$ cat config.mk
export PLATFORM = sky130hd
export DESIGN_NAME = ecc_job_arbiter
export DESIGN_NICKNAME = d
export VERILOG_FILES = /design/src/rtl/ecc_pkg.sv /design/src/rtl/ecc_nibble_shift.sv /design/src/rtl/ecc_job_arbiter.sv
export SDC_FILE = /design/constraint.sdc
export NUM_CORES = 1
export LEC_CHECK = 0
export CELL_PAD_IN_SITES_DETAIL_PLACEMENT = 1
export CELL_PAD_IN_SITES_GLOBAL_PLACEMENT = 1
export CORE_ASPECT_RATIO = 0.5
export CORE_MARGIN = 2
export CORE_UTILIZATION = 23
export CTS_CLUSTER_SIZE = 30
export DETAILED_ROUTE_END_ITERATION = 12
export PLACE_DENSITY_LB_ADDON = 0.1
export SKIP_CTS_REPAIR_TIMING = 1
export SYNTH_ARGS = -nofsm -noshare
export SYNTH_HDL_FRONTEND = slang
export SYNTH_SLANG_ARGS = --single-unit
$ cat constraint.sdc
create_clock -name i_clk -period 2.4 [get_ports i_clk]
set_input_delay 0.48 -clock i_clk [delete_from_list [all_inputs] [get_ports i_clk]]
set_output_delay 0.48 -clock i_clk [all_outputs]
set_load 0.1 [all_outputs]
$ cat src/rtl/ecc_pkg.sv
// rtl/ecc_pkg.sv - shared FSM state type and sizing constants for the ECC job arbiter
package ecc_pkg;

  // Nibbles per 32-bit operand/result word.
  localparam int NIBBLES = 8;

  // Default number of WAIT cycles before a job is aborted.
  localparam int TIMEOUT_DEFAULT = 4096;

  typedef enum logic [2:0] {
    ST_IDLE   = 3'd0,
    ST_LOAD   = 3'd1,
    ST_WAIT   = 3'd2,
    ST_UNLOAD = 3'd3,
    ST_RESP   = 3'd4
  } state_t;

endpackage

$ cat src/rtl/ecc_nibble_shift.sv
// rtl/ecc_nibble_shift.sv - multi-lane 32-bit word register with LSB-first nibble shift-out and shift-in
//   clk, rst    : clock, synchronous active-high reset
//   load        : parallel load of every lane from load_data
//   shift       : shift every lane right by one nibble, shift_in entering at the top
//   nib_out     : current low nibble of each lane
//   data        : full register contents
module ecc_nibble_shift
  import ecc_pkg::*;
#(
  parameter int LANES = 1
) (
  input  logic                             clk,
  input  logic                             rst,
  input  logic                             load,
  input  logic [LANES-1:0][NIBBLES*4-1:0]  load_data,
  input  logic                             shift,
  input  logic [LANES-1:0][3:0]            shift_in,
  output logic [LANES-1:0][3:0]            nib_out,
  output logic [LANES-1:0][NIBBLES*4-1:0]  data
);

  logic [LANES-1:0][NIBBLES*4-1:0] q;

  // A right shift emits the LSB nibble first; after NIBBLES shifts the
  // first nibble shifted in has arrived at bits [3:0].
  always_ff @(posedge clk) begin
    if (rst) begin
      q <= '0;
    end else if (load) begin
      q <= load_data;
    end else if (shift) begin
      for (int l = 0; l < LANES; l++) begin
        q[l] <= {shift_in[l], q[l][NIBBLES*4-1:4]};
      end
    end
  end

  for (genvar l = 0; l < LANES; l++) begin : g_lane
    assign nib_out[l] = q[l][3:0];
  end

  assign data = q;

endmodule

$ cat src/rtl/ecc_job_arbiter.sv
// rtl/ecc_job_arbiter.sv - two-requester round-robin job arbiter feeding a nibble-serial ECC core
//   i_clk, i_rst          : clock, synchronous active-high reset
//   req_valid/req_ready   : per-requester job handshake (ready is one-hot, IDLE only)
//   req_a..req_py         : 2x32 packed operands, requester r in bits [32r+31:32r]
//   rsp_valid/rsp_ready   : result handshake; rsp_id, rsp_x, rsp_y, rsp_err result payload
//   core_start, core_a..  : operand nibble stream to the core (LSB nibble first)
//   core_kpx/kpy, core_done : result nibble stream and completion pulse from the core
module ecc_job_arbiter
  import ecc_pkg::*;
#(
  parameter int TIMEOUT = TIMEOUT_DEFAULT,
  parameter int NIB     = NIBBLES
) (
  input  logic        i_clk,
  input  logic        i_rst,
  input  logic [1:0]  req_valid,
  output logic [1:0]  req_ready,
  input  logic [63:0] req_a,
  input  logic [63:0] req_prime,
  input  logic [63:0] req_k,
  input  logic [63:0] req_px,
  input  logic [63:0] req_py,
  output logic        rsp_valid,
  input  logic        rsp_ready,
  output logic        rsp_id,
  output logic [31:0] rsp_x,
  output logic [31:0] rsp_y,
  output logic        rsp_err,
  output logic        core_start,
  output logic [3:0]  core_a,
  output logic [3:0]  core_prime,
  output logic [3:0]  core_k,
  output logic [3:0]  core_px,
  output logic [3:0]  core_py,
  input  logic [3:0]  core_kpx,
  input  logic [3:0]  core_kpy,
  input  logic        core_done
);

  localparam int CW = $clog2(TIMEOUT + NIB);

  state_t          state, state_nxt;
  logic [CW-1:0]   cnt;
  logic            last_gnt;
  logic            gnt;
  logic            accept;
  logic            job_id;
  logic            job_err;
  logic            nib_last;
  logic            wait_expired;
  logic [5:0]      sel_base;
  logic [4:0][31:0] op_load;
  logic [4:0][3:0]  shift_in;
  logic [4:0][3:0]  shift_nib;
  logic [4:0][31:0] shift_data;
  logic            unused_lanes;

  // With exactly one requester valid it wins outright; otherwise the one
  // not granted last is offered (last_gnt resets to 1 so requester 0 leads).
  assign gnt      = (req_valid[0] ^ req_valid[1]) ? req_valid[1] : ~last_gnt;
  assign accept   = |(req_valid & req_ready);
  assign sel_base = gnt ? 6'd32 : 6'd0;

  assign nib_last     = (cnt == CW'(NIB - 1));
  assign wait_expired = (cnt == CW'(TIMEOUT - 1));

  always_comb begin
    state_nxt  = state;
    req_ready  = 2'b00;
    core_start = 1'b0;
    rsp_valid  = 1'b0;
    case (state)
      ST_IDLE: begin
        req_ready = gnt ? 2'b10 : 2'b01;
        if (accept) state_nxt = ST_LOAD;
      end
      ST_LOAD: begin
        core_start = 1'b1;
        if (nib_last) state_nxt = ST_WAIT;
      end
      ST_WAIT: begin
        if (core_done)         state_nxt = ST_UNLOAD;
        else if (wait_expired) state_nxt = ST_RESP;
      end
      ST_UNLOAD: begin
        if (nib_last) state_nxt = ST_RESP;
      end
      ST_RESP: begin
        rsp_valid = 1'b1;
        if (rsp_ready) state_nxt = ST_IDLE;
      end
      default: state_nxt = ST_IDLE;
    endcase
  end

  // One counter serves LOAD, WAIT and UNLOAD; it restarts on every state change.
  always_ff @(posedge i_clk) begin
    if (i_rst) begin
      state    <= ST_IDLE;
      cnt      <= '0;
      last_gnt <= 1'b1;
      job_id   <= 1'b0;
      job_err  <= 1'b0;
    end else begin
      state <= state_nxt;
      cnt   <= (state_nxt != state) ? '0 : cnt + 1'b1;
      if (accept) begin
        job_id   <= gnt;
        last_gnt <= gnt;
        job_err  <= 1'b0;
      end
      if (state == ST_WAIT && !core_done && wait_expired) job_err <= 1'b1;
    end
  end

  // One register bank carries the operands out during LOAD (zero-filling as it
  // goes) and then collects the result into lanes 0/1 during UNLOAD. A timed-out
  // job therefore reports zero coordinates without extra clearing.
  assign op_load = {req_py[sel_base +: 32], req_px[sel_base +: 32], req_k[sel_base +: 32],
                    req_prime[sel_base +: 32], req_a[sel_base +: 32]};
  assign shift_in = (state == ST_UNLOAD) ? {12'd0, core_kpy, core_kpx} : '0;

  ecc_nibble_shift #(.LANES(5)) u_shift (
    .clk       (i_clk),
    .rst       (i_rst),
    .load      (accept),
    .load_data (op_load),
    .shift     ((state == ST_LOAD) || (state == ST_UNLOAD)),
    .shift_in  (shift_in),
    .nib_out   (shift_nib),
    .data      (shift_data)
  );

  assign unused_lanes = ^shift_data[4:2];

  // Lanes 0/1 hold result nibbles during UNLOAD, so the operand ports are gated.
  assign core_a     = core_start ? shift_nib[0] : 4'd0;
  assign core_prime = core_start ? shift_nib[1] : 4'd0;
  assign core_k     = core_start ? shift_nib[2] : 4'd0;
  assign core_px    = core_start ? shift_nib[3] : 4'd0;
  assign core_py    = core_start ? shift_nib[4] : 4'd0;

  assign rsp_id  = rsp_valid & job_id;
  assign rsp_err = rsp_valid & job_err;
  assign rsp_x   = rsp_valid ? shift_data[0] : 32'd0;
  assign rsp_y   = rsp_valid ? shift_data[1] : 32'd0;

endmodule
==> impl_metrics.toml <==
[status]
status = "finished, final reports clean"

[clocking]
clock_latency_ns = 0.46
cts_buffers = 17
htree_levels = 4
cts.path.max_buffers = 2
cts_tree = "yes"
clock_sinks = 179
root_buffer = "clkbuf_16"
clk_pin_slew_ns = 0.07

[final_layout]
instances_no_fill = 2267
seqCellArea_um2 = 3590
layout_common_cells = "clkdlybuf4s50_1, nand2_1, dfxtp_1, and2_1, a311oi_1"
nets = 1994
drive_gt1_frac = 0.182
fill_cells = 5055
final_cell_area_um2 = 17100
multiInputGateArea_um2 = 6200
syn2layout_area_growth_pct = 65.1
layout_commonest_cell = "clkdlybuf4s50_1"

[run]
cap_violations = 0

[detailed_routing]
vias = 11243
dr.pass1.iters = 4
vias_per_cell = 4.96
drt-initial-drc-count = 407
drtAntennaViolNets = 0
wl_per_cell_um = 21.0
post-route-drc-count = 0
wl_um = 47500

[global_routing]
grt_pass1_vias = 12077
globalRouteTotalUtil = 0.197
grt_max_degree = 153
antenna_found_initial = 6
gr-total-overflow = 0
grt_pass1_wl_um = 72200

[sta]
skew_ns = 0.0103
finalCriticalPeriod_ns = 2.36
worst_slew_pin_slew_ns = 0.670
fin_crit_sh = 0.983
slew_headroom = 0.553
rsz0062_at_grt = "false"
setup_violations = 0
drv_slew = 0
fmax_mhz = 424
hold_slack_ns = 0.382
hold_violations = 0

[placement]
portBuffers = 423
gp_congestion = 0.784
dpl.hpwl_um = 34100
placed_cell_area_um2 = 16400
dpl.cell_count = 2225

[logic_synthesis]
synth_area_um2 = 10400
syn-num-nets = 1626
synthArstFlopShare = 0
synth_edf_count = 0
synth-seq-cells = 179
synth_cell_type_count = 49
yosys_warnings = 0
avgSynthCellArea_um2 = 8.03
netlist_instances = 1291
synth_top_flop_cell = "dfxtp_1"
ys_seq_area_frac = 0.346

[floorplanning]
fp.coreArea_um2 = 44100
initial_core_util = 0.235
core.rowCount = 54
die_x_um = 304
ioPinCount = 424
die_y_um = 154
dieArea_um2 = 46900

[power_and_ir_drop]
ir_drop_mv = 0.511
power.density_nw_per_um2 = 545
p_total_mw = 9.33
power.leakage_nw = 6.19

[setup_path]
worstPathMaxFanout = 5
crit_slowest_cell = "clkdlybuf4s50_1"
crit_chain = "clkdlybuf4s50_1 -> and2b_1 -> a21o_4 -> and2_2 -> buf_12"
cp_data_arrival_time_ns = 1.88
critical_path_class = "input pin to output pin"
startpoint = "req_valid[1]"
reg2reg_from = "cnt[0]"
start_kind = "input pin"
max_stage_delay_ns = 0.55
reg2reg_depth = 6
end_kind = "output pin"
reg2reg_slack_ns = 0.47
crit_required_ns = 1.92
crit_end = "req_ready[0]"
r2r-end = "cnt[2]"

[min_path]
min_path_type = "input pin to register"
per-stage QoR:
step	worst slack, ns	TNS, ns	utilization
CTS	-0.179	-6.67	0.386
detailed placement	-0.0206	-0.0217	0.372
floorplan	0.0216	0	-
global route	0.00732	0	0.389
finish	0.0412	0	0.389
global placement	0.0472	0	0.372
worst min path at each step:
| stage | startpoint | end | slack, ns | cells past startpoint |
|---|---|---|---|---|
| floorplan | job_id | job_id | 0.45 | 2 |
| global placement | job_id | job_id | 0.47 | 2 |
| detailed placement | job_id | job_id | 0.48 | 2 |
| CTS | i_rst | job_id | 0.36 | 2 |
| global route | i_rst | job_id | 0.37 | 2 |
| finish | i_rst | job_id | 0.38 | 2 |
registers in the layout (all words and copies together), names as in the netlist:
| name | flops |
|---|---|
| job_id | 1 |
| u_shift.data | 160 |
| last_gnt | 1 |
| cnt | 13 |
| job_err | 1 |
| state | 3 |
Yosys cell counts, types with 2 or more instances:
library cell    n  area share
xor2_1          6      0.0051
buf_4           6      0.0043
inv_1           2     0.00072
nor4_1          5      0.0030
a31oi_1         8      0.0048
o211ai_1        2      0.0014
nor2b_1         2      0.0012
buf_2          52       0.025
xnor2_1         4      0.0034
clkbuf_1       70       0.025
nand2_1       315        0.11
and2_1        230        0.14
nor2_1          7      0.0025
buf_6          11       0.012
nand3_1         7      0.0034
a211oi_1      121       0.088
a21oi_1        21       0.010
a311oi_1      132        0.11
nand4_1        20       0.012
and4_1          2      0.0017
o21ba_2         2      0.0019
nor3_1         13      0.0063
dfxtp_1       179        0.35
a311oi_2       20       0.029
nand2b_1        2      0.0012
o21ai_0        10      0.0048
a211oi_2       20       0.024
cell type report:
| cell class | count | area share |
|---|---|---|
| clock buffers | 18 | 0.0256 |
| flip-flops and latches | 179 | 0.210 |
| diodes | 7 | 0.00102 |
| multi-input cells | 970 | 0.362 |
| inverters | 2 | 0.000438 |
| repair buffers | 489 | 0.347 |
| well taps | 588 | 0.0430 |
| clock inverters | 14 | 0.0112 |
critical path: cells and delay by family:
kind / cells / cell delay, ns
buf+inv: 2 / 0.72
simple gates: 2 / 0.46
compound gates: 1 / 0.22
logic make-up after synthesis:
family,synth area share
AND/OR/NAND/NOR,0.294
AO/OA/AOI/OAI,0.283
flip-flops,0.346
buffers and inverters,0.0678
XOR/XNOR,0.00844
adder cells (fa/ha/maj),0.00121
per-layer routing:
layer	routed length (um)	vias up	GRT usage	part of all wire
met2	26500	150	0.384	0.56
met5	0	-	0	0
met3	888	43	0.0254	0.019
li1	-	5424	-	-
met1	19300	5626	0.223	0.41
met4	839	0	0.0632	0.018
power breakdown:
group	internal (mW)	leakage, nW	switching (mW)	total [mW]
clock	1.71	0.304	1.45	3.15
combinational	1.31	4.40	1.37	2.68
sequential	3.28	1.48	0.219	3.50
total	6.30	6.19	3.03	9.33
No activity file was read; power rests on OpenSTA's default activity.
